[src/rtl/mvm_pkg.sv]
// mvm_pkg -- shared constants for the MVM sequencing controller.
//   State encodings (IDLE/LOAD/COMPUTE/OUTPUT), default matrix dimension,
//   default LOAD timeout, and the index-width helper used by every port
//   that carries a row/column tag.
package mvm_pkg;

  localparam int MVM_N_DEF       = 4;
  localparam int MVM_TIMEOUT_DEF = 1024;

  typedef logic [1:0] state_t;

  localparam state_t ST_IDLE    = 2'd0;
  localparam state_t ST_LOAD    = 2'd1;
  localparam state_t ST_COMPUTE = 2'd2;
  localparam state_t ST_OUTPUT  = 2'd3;

  // Index width for an N-entry dimension; never below one bit so N=1 still has a port.
  function automatic int idx_w(input int n);
    return (n <= 1) ? 1 : $clog2(n);
  endfunction

endpackage

[src/rtl/mvm_idx_counter.sv]
// mvm_idx_counter -- nested row/col index counter that wraps at N-1.
//   Ports:
//     clk, rst      clock, synchronous active-high reset
//     clr_i         force row=col=0 (highest priority after reset)
//     step_i        nested step: col advances, row advances when col wraps
//     row_step_i    row-only step (col untouched)
//     row_o, col_o  current indices (registered)
//     col_last_o    col == N-1
//     row_last_o    row == N-1
//     last_o        (row,col) == (N-1,N-1)
//   Wrapping compares against N-1 rather than relying on overflow, so
//   non-power-of-two N sweeps exactly N values per dimension.
module mvm_idx_counter
  import mvm_pkg::*;
#(
  parameter  int N  = MVM_N_DEF,
  localparam int IW = idx_w(N)
) (
  input  logic          clk,
  input  logic          rst,
  input  logic          clr_i,
  input  logic          step_i,
  input  logic          row_step_i,
  output logic [IW-1:0] row_o,
  output logic [IW-1:0] col_o,
  output logic          col_last_o,
  output logic          row_last_o,
  output logic          last_o
);

  localparam logic [IW-1:0] IdxLast = IW'(N - 1);
  localparam logic [IW-1:0] IdxZero = IW'(0);
  localparam logic [IW-1:0] IdxOne  = IW'(1);

  logic [IW-1:0] row_q, row_d;
  logic [IW-1:0] col_q, col_d;

  assign col_last_o = (col_q == IdxLast);
  assign row_last_o = (row_q == IdxLast);
  assign last_o     = col_last_o & row_last_o;
  assign row_o      = row_q;
  assign col_o      = col_q;

  // Next-index selection: clear, nested step, row-only step, or hold.
  always_comb begin
    row_d = row_q;
    col_d = col_q;
    if (clr_i) begin
      row_d = IdxZero;
      col_d = IdxZero;
    end else if (step_i) begin
      if (col_last_o) begin
        col_d = IdxZero;
        row_d = row_last_o ? IdxZero : (row_q + IdxOne);
      end else begin
        col_d = col_q + IdxOne;
      end
    end else if (row_step_i) begin
      row_d = row_last_o ? IdxZero : (row_q + IdxOne);
    end else begin
      row_d = row_q;
      col_d = col_q;
    end
  end

  // Index registers.
  always_ff @(posedge clk) begin
    if (rst) begin
      row_q <= IdxZero;
      col_q <= IdxZero;
    end else begin
      row_q <= row_d;
      col_q <= col_d;
    end
  end

endmodule

[src/rtl/mvm_seq_ctrl.sv]
// mvm_seq_ctrl -- sequencing controller for the MVM accelerator datapath.
//   Walks IDLE -> LOAD -> COMPUTE -> OUTPUT -> IDLE while start is held.
//   LOAD accepts tagged host beats and re-issues them as one-cycle-late
//   datapath writes; COMPUTE sweeps (row,col) over N*N MAC steps; OUTPUT
//   presents result indices 0..N-1 under a valid/ready handshake.
//   No element data passes through this block.
//   Ports:
//     clk, rst                      clock, synchronous active-high reset
//     start                         session enable (level); low forces IDLE
//     host_valid/host_ready         host beat handshake (ready only in LOAD)
//     host_vec/host_row/host_col    beat tags; host_last ends the load phase
//     dp_wr_en/vec/row/col          datapath element write (registered)
//     dp_mac_en/dp_clr/dp_row/dp_col MAC sweep controls
//     out_valid/out_ready/out_idx   result streaming handshake
//     busy                          state != IDLE
//     err                           sticky LOAD timeout flag
//   Optional feature: define MVM_TIMEOUT_EN to abort a LOAD that sees no
//   accepted beat for TIMEOUT_CYC consecutive cycles (err set, back to IDLE).
//   Without it err is tied low and LOAD waits indefinitely.
module mvm_seq_ctrl
  import mvm_pkg::*;
#(
  parameter  int N           = MVM_N_DEF,
  parameter  int TIMEOUT_CYC = MVM_TIMEOUT_DEF,
  localparam int IW          = idx_w(N)
) (
  input  logic          clk,
  input  logic          rst,
  input  logic          start,
  input  logic          host_valid,
  output logic          host_ready,
  input  logic          host_vec,
  input  logic [IW-1:0] host_row,
  input  logic [IW-1:0] host_col,
  input  logic          host_last,
  output logic          dp_wr_en,
  output logic          dp_wr_vec,
  output logic [IW-1:0] dp_wr_row,
  output logic [IW-1:0] dp_wr_col,
  output logic          dp_mac_en,
  output logic          dp_clr,
  output logic [IW-1:0] dp_row,
  output logic [IW-1:0] dp_col,
  output logic          out_valid,
  input  logic          out_ready,
  output logic [IW-1:0] out_idx,
  output logic          busy,
  output logic          err
);

  state_t        state_q, state_d;
  logic          host_ready_q, host_ready_d;
  logic          wr_en_q, wr_en_d;
  logic          wr_vec_q, wr_vec_d;
  logic [IW-1:0] wr_row_q, wr_row_d;
  logic [IW-1:0] wr_col_q, wr_col_d;
  logic          mac_en_q, mac_en_d;
  logic          clr_q, clr_d;
  logic          out_valid_q, out_valid_d;
  logic          busy_q, busy_d;

  logic          accept_s;
  logic          out_take_s;
  logic          timeout_s;
  logic          cnt_clr_s, cnt_step_s, cnt_row_step_s;
  logic [IW-1:0] cnt_row_s, cnt_col_s;
  logic          cnt_col_last_s, cnt_row_last_s, cnt_last_s;

  // host_ready_q is only ever high while in LOAD, so this also implies LOAD.
  assign accept_s   = host_valid & host_ready_q;
  assign out_take_s = out_valid_q & out_ready;

  // One counter serves both phases: nested sweep in COMPUTE, row-only
  // stepping as the result index in OUTPUT. The final COMPUTE step wraps
  // it back to (0,0), so OUTPUT starts at index 0 without an extra clear.
  mvm_idx_counter #(.N(N)) u_idx (
    .clk        (clk),
    .rst        (rst),
    .clr_i      (cnt_clr_s),
    .step_i     (cnt_step_s),
    .row_step_i (cnt_row_step_s),
    .row_o      (cnt_row_s),
    .col_o      (cnt_col_s),
    .col_last_o (cnt_col_last_s),
    .row_last_o (cnt_row_last_s),
    .last_o     (cnt_last_s)
  );

  // Phase sequencing and counter control; start low overrides every state.
  always_comb begin
    state_d        = state_q;
    cnt_clr_s      = 1'b0;
    cnt_step_s     = 1'b0;
    cnt_row_step_s = 1'b0;
    if (!start) begin
      state_d   = ST_IDLE;
      cnt_clr_s = 1'b1;
    end else begin
      case (state_q)
        ST_IDLE: begin
          state_d   = ST_LOAD;
          cnt_clr_s = 1'b1;
        end
        ST_LOAD: begin
          cnt_clr_s = 1'b1;
          if (accept_s && host_last) begin
            state_d = ST_COMPUTE;
          end else if (timeout_s) begin
            state_d = ST_IDLE;
          end else begin
            state_d = ST_LOAD;
          end
        end
        ST_COMPUTE: begin
          cnt_step_s = 1'b1;
          state_d    = cnt_last_s ? ST_OUTPUT : ST_COMPUTE;
        end
        ST_OUTPUT: begin
          if (out_take_s) begin
            cnt_row_step_s = 1'b1;
            state_d        = cnt_row_last_s ? ST_IDLE : ST_OUTPUT;
          end else begin
            state_d = ST_OUTPUT;
          end
        end
        default: begin
          state_d   = ST_IDLE;
          cnt_clr_s = 1'b1;
        end
      endcase
    end
  end

  // Registered-output next values, derived from the next state so each
  // strobe lines up with the cycle its state is current.
  always_comb begin
    host_ready_d = (state_d == ST_LOAD);
    wr_en_d      = accept_s & start;
    wr_vec_d     = wr_vec_q;
    wr_row_d     = wr_row_q;
    wr_col_d     = wr_col_q;
    if (accept_s) begin
      wr_vec_d = host_vec;
      wr_row_d = host_row;
      wr_col_d = host_col;
    end else begin
      wr_vec_d = wr_vec_q;
      wr_row_d = wr_row_q;
      wr_col_d = wr_col_q;
    end
    mac_en_d = (state_d == ST_COMPUTE);
    // Column is 0 next cycle either on COMPUTE entry or when it wraps.
    clr_d       = (state_d == ST_COMPUTE) &
                  ((state_q != ST_COMPUTE) | cnt_col_last_s);
    out_valid_d = (state_d == ST_OUTPUT);
    busy_d      = (state_d != ST_IDLE);
  end

  // State and output registers.
  always_ff @(posedge clk) begin
    if (rst) begin
      state_q      <= ST_IDLE;
      host_ready_q <= 1'b0;
      wr_en_q      <= 1'b0;
      wr_vec_q     <= 1'b0;
      wr_row_q     <= {IW{1'b0}};
      wr_col_q     <= {IW{1'b0}};
      mac_en_q     <= 1'b0;
      clr_q        <= 1'b0;
      out_valid_q  <= 1'b0;
      busy_q       <= 1'b0;
    end else begin
      state_q      <= state_d;
      host_ready_q <= host_ready_d;
      wr_en_q      <= wr_en_d;
      wr_vec_q     <= wr_vec_d;
      wr_row_q     <= wr_row_d;
      wr_col_q     <= wr_col_d;
      mac_en_q     <= mac_en_d;
      clr_q        <= clr_d;
      out_valid_q  <= out_valid_d;
      busy_q       <= busy_d;
    end
  end

`ifdef MVM_TIMEOUT_EN
  localparam int            TW     = $clog2(TIMEOUT_CYC + 1);
  localparam logic [TW-1:0] ToLast = TW'(TIMEOUT_CYC - 1);
  localparam logic [TW-1:0] ToOne  = TW'(1);

  logic [TW-1:0] to_cnt_q, to_cnt_d;
  logic          err_q, err_d;

  // Idle-beat counter: runs only while LOAD persists, reset by any accept.
  always_comb begin
    timeout_s = (state_q == ST_LOAD) & ~accept_s & (to_cnt_q == ToLast);
    if ((state_q == ST_LOAD) && (state_d == ST_LOAD)) begin
      to_cnt_d = accept_s ? {TW{1'b0}} : (to_cnt_q + ToOne);
    end else begin
      to_cnt_d = {TW{1'b0}};
    end
    if ((state_q == ST_IDLE) && (state_d == ST_LOAD)) begin
      err_d = 1'b0;
    end else if (start && timeout_s) begin
      err_d = 1'b1;
    end else begin
      err_d = err_q;
    end
  end

  // Timeout counter and sticky error flag.
  always_ff @(posedge clk) begin
    if (rst) begin
      to_cnt_q <= {TW{1'b0}};
      err_q    <= 1'b0;
    end else begin
      to_cnt_q <= to_cnt_d;
      err_q    <= err_d;
    end
  end

  assign err = err_q;
`else
  assign timeout_s = 1'b0;
  assign err       = 1'b0;
`endif

  assign host_ready = host_ready_q;
  assign dp_wr_en   = wr_en_q;
  assign dp_wr_vec  = wr_vec_q;
  assign dp_wr_row  = wr_row_q;
  assign dp_wr_col  = wr_col_q;
  assign dp_mac_en  = mac_en_q;
  assign dp_clr     = clr_q;
  assign dp_row     = cnt_row_s;
  assign dp_col     = cnt_col_s;
  assign out_valid  = out_valid_q;
  assign out_idx    = cnt_row_s;
  assign busy       = busy_q;

endmodule
[config.mk]
export PLATFORM = sky130hd
export DESIGN_NAME = mvm_seq_ctrl
export DESIGN_NICKNAME = d
export VERILOG_FILES = /design/src/rtl/mvm_pkg.sv /design/src/rtl/mvm_idx_counter.sv /design/src/rtl/mvm_seq_ctrl.sv
export SDC_FILE = /design/constraint.sdc
export NUM_CORES = 1
export LEC_CHECK = 0
export CAP_MARGIN = 20
export CORE_MARGIN = 10
export CORE_UTILIZATION = 36
export DETAILED_ROUTE_END_ITERATION = 8
export PLACE_DENSITY = 0.78
export SLEW_MARGIN = 20
export SYNTH_ARGS = -nofsm -noshare
export SYNTH_HDL_FRONTEND = slang
export SYNTH_SLANG_ARGS = --single-unit
[constraint.sdc]
create_clock -name clk -period 1 [get_ports clk]
set_input_delay 0.1 -clock clk [delete_from_list [all_inputs] [get_ports clk]]
set_output_delay 0.1 -clock clk [all_outputs]
set_load 0.01 [all_outputs]
==> results.tsv <==
stage	metric	value	unit
synth	synth_top_cell_by_area	dfxtp_1	
worst_setup_path	cp_data_arrival_time	1.32	ns
placement	dp_hpwl	1520	um
floorplan	std_cell_rows	15	
floorplan	start_util	38.9	%
timing	timing.final.crit_share	109	%
worst_setup_path	crit_type	register to register	
placement	gp_congestion	0.742	
timing	drv_slew	0	
pwr	power_per_cell_area	1070	nW/um2
synth	synth.avg_cell_area	9.16	um2
worst_setup_path	slowest_delay	0.38	ns
floorplan	die_area	4060	um2
timing	worst_slack	-0.0916	ns
worst_setup_path	cp-end-kind	register	
global_route	first_global_vias	695	
worst_setup_path	cpMaxStageDelayCell	dfxtp_4	
synth	yosysSeqAreaShare	49.5	%
finish	n_fill_cell	161	
route	antenna_left	0	
route	drt_pre_antenna_iters	4	
clocking	cts_buffers	3	
worst_setup_path	path_cells	ha_4 > nand2b_4 > a211o_1 > a21oi_2	
pwr	ir_worst_vdd	791	uV
timing	max_freq	916	MHz
timing	rsz0062_at_grt	true	
worst_setup_path	cp.required	1.22	ns
synth	synth_area_leaders	dfxtp_1 (50%), a21oi_1 (8.0%), nand3_1 (5.8%)	
finish	multi_input_area	375	um2
clocking	cts_tree	yes	
clocking	clk_pin_slew	0.10	ns
clocking	hold_buffers	0	
clocking	cts-root-buf	clkbuf_4	
global_route	overflow	0	
timing	min_period	1.09	ns
clocking	cts_max_level	1	
timing	hold_viol_final	0	
finish	regArea	363	um2
job	max-cap-violations	0	
floorplan	chipWidth	63.7	um
route	wire_per_inst	14.7	um
synth	ys_warn_count	0	
finish	drive_gt1_share	48.2	%
route	via_count	674	
timing	setup_viol	7	
worst_setup_path	critical_path_peak_fanout	4	
floorplan	coreArea	1760	um2
global_route	grt_pass1_wl	3220	um
synth	synth_top_area_share	49.5	%
outcome	violations	setup timing	
placement	dp_worst_setup_slack	-0.243	ns
worst_setup_path	worstSetupStartpointType	register	
timing	worst_clock_skew	0.00345	ns
route	drt_iter0_drc	19	
route	drt_wl_total	2050	um
synth	syn_nets	88	
floorplan	ios	29	
finish	layout_common_cells	clkdlybuf4s50_1 (10), buf_4 (10), dfxtp_1 (9)	
placement	place.port_buffers	27	
finish	utilization	62.6	%
finish	area_growth	60.7	%
global_route	gr-usage-all-layers	10.1	%
global_route	antenna_found_initial	0	
min_path	hold_path.class	input port to register	
clocking	clkLatencyLatePin	0.29	ns
synth	synth.ff_latch_count	17	
finish	antennaDiodeCount	0	
outcome	status	finished, violations left	
global_route	grt_max_degree	10	
clocking	cts.sinks	17	
pwr	power.leakage	0.444	nW
finish	layout.nets	128	
synth	syn_area	687	um2
min_path	min_path_cells	3	
clocking	clockBufferDepth	2	
synth	syn_inst	75	
route	vias_per_cell	4.85	
pwr	total_power	1.19	mW
worst_setup_path	reg2regPathDepth	4	
floorplan	fp.dieH	63.7	um
route	drc_errors	0	
synth	synth.distinct_cells	24	
sequential cells by signal, summed over array words and instances (netlist names):
register	count
dp_wr_col	2
dp_wr_vec	1
state_q	2
u_idx.row_o	2
dp_clr	1
dp_mac_en	1
busy	1
dp_wr_row	2
out_valid	1
host_ready	1
dp_wr_en	1
u_idx.col_o	2
kinds of logic after synthesis:
group	share of synthesized area, %
adder cells (fa/ha/maj)	3.64
other	0.546
AND/OR/NAND/NOR	25.0
buffers and inverters	5.46
AO/OA/AOI/OAI	14.4
flip-flops	49.5
multiplexers	1.46
final cells by class:
class	count	share of cell area, %
well taps	25	2.83
flip-flops and latches	17	32.9
repair buffers	39	27.6
multi-input cells	53	34.0
clock buffers	4	2.38
inverters	1	0.340
report_power, final:
part / internal (mW) / leakage (nW) / switching [mW] / total, mW
clock: 0.155 / 0.0150 / 0.214 / 0.369
combinational: 0.0713 / 0.286 / 0.0552 / 0.127
sequential: 0.680 / 0.143 / 0.00968 / 0.689
synth_stat cells:
master / number
mux2i_1: 1
buf_6: 1
a21oi_1: 11
nand3b_1: 2
buf_4: 3
nand2_1: 10
nor3b_1: 1
nor3_1: 1
conb_1: 1
inv_1: 1
nand2b_4: 1
a21o_2: 1
nand4_1: 2
nand3_1: 8
a211oi_1: 1
ha_1: 2
or2_1: 1
nand2b_1: 1
dfxtp_1: 17
nor2_1: 5
a211o_1: 1
a21bo_2: 1
and2b_2: 1
a21oi_2: 1
critical path: cells and delay by family (launching register included):
family | cells | cell delay (ns)
AOI/OAI and AO/OA | 2 | 0.40
adders and majority gates | 1 | 0.17
DFF | 1 | 0.38
and+or+nand+nor | 1 | 0.08
path summary, 6_finish.rpt:
check	from	end	slack, ns
worst max register to register	u_idx.col_o[1]$_SDFFE_PP0P_	u_idx.row_o[0]$_SDFFE_PP0P_	-0.09
worst min-delay path	host_row[0]	dp_wr_row[0]$_SDFFE_PP0N_	0.36
worst min register to register	dp_wr_col[0]$_SDFFE_PP0N_	dp_wr_col[0]$_SDFFE_PP0N_	0.46
worst max-delay path	u_idx.col_o[1]$_SDFFE_PP0P_	u_idx.row_o[0]$_SDFFE_PP0P_	-0.09
stage by stage:
step	hold slack (ns)	TNS, ns	cells	area (um2)
2_1_floorplan	0.169	-0.0133	75	723
3_3_place_gp	0.440	-1.77	131	1050
3_5_place_dp	0.447	-2.36	131	1050
4_1_cts	0.363	-0.221	139	1110
5_1_grt	0.374	-0.792	139	1100
6_report	0.362	-0.301	139	1100
metal layers:
layer / wire (um) / share of wire, % / vias up / GRT usage, %
met3: 78 / 3.8 / 7 / 2.30
li1: - / - / 338 / -
met5: 0 / 0 / - / 0
met4: 80 / 3.9 / 0 / 8.20
met1: 791 / 39 / 312 / 10.3
met2: 1100 / 54 / 17 / 17.1
repair_timing:
item / in CTS / in global routing
setup buffers: 4 / 0
pin swaps: 5 / 7
resized for setup: 49 / 27
setup endpoints to repair: 24 / 28
No activity file was read; power rests on OpenSTA's default activity.
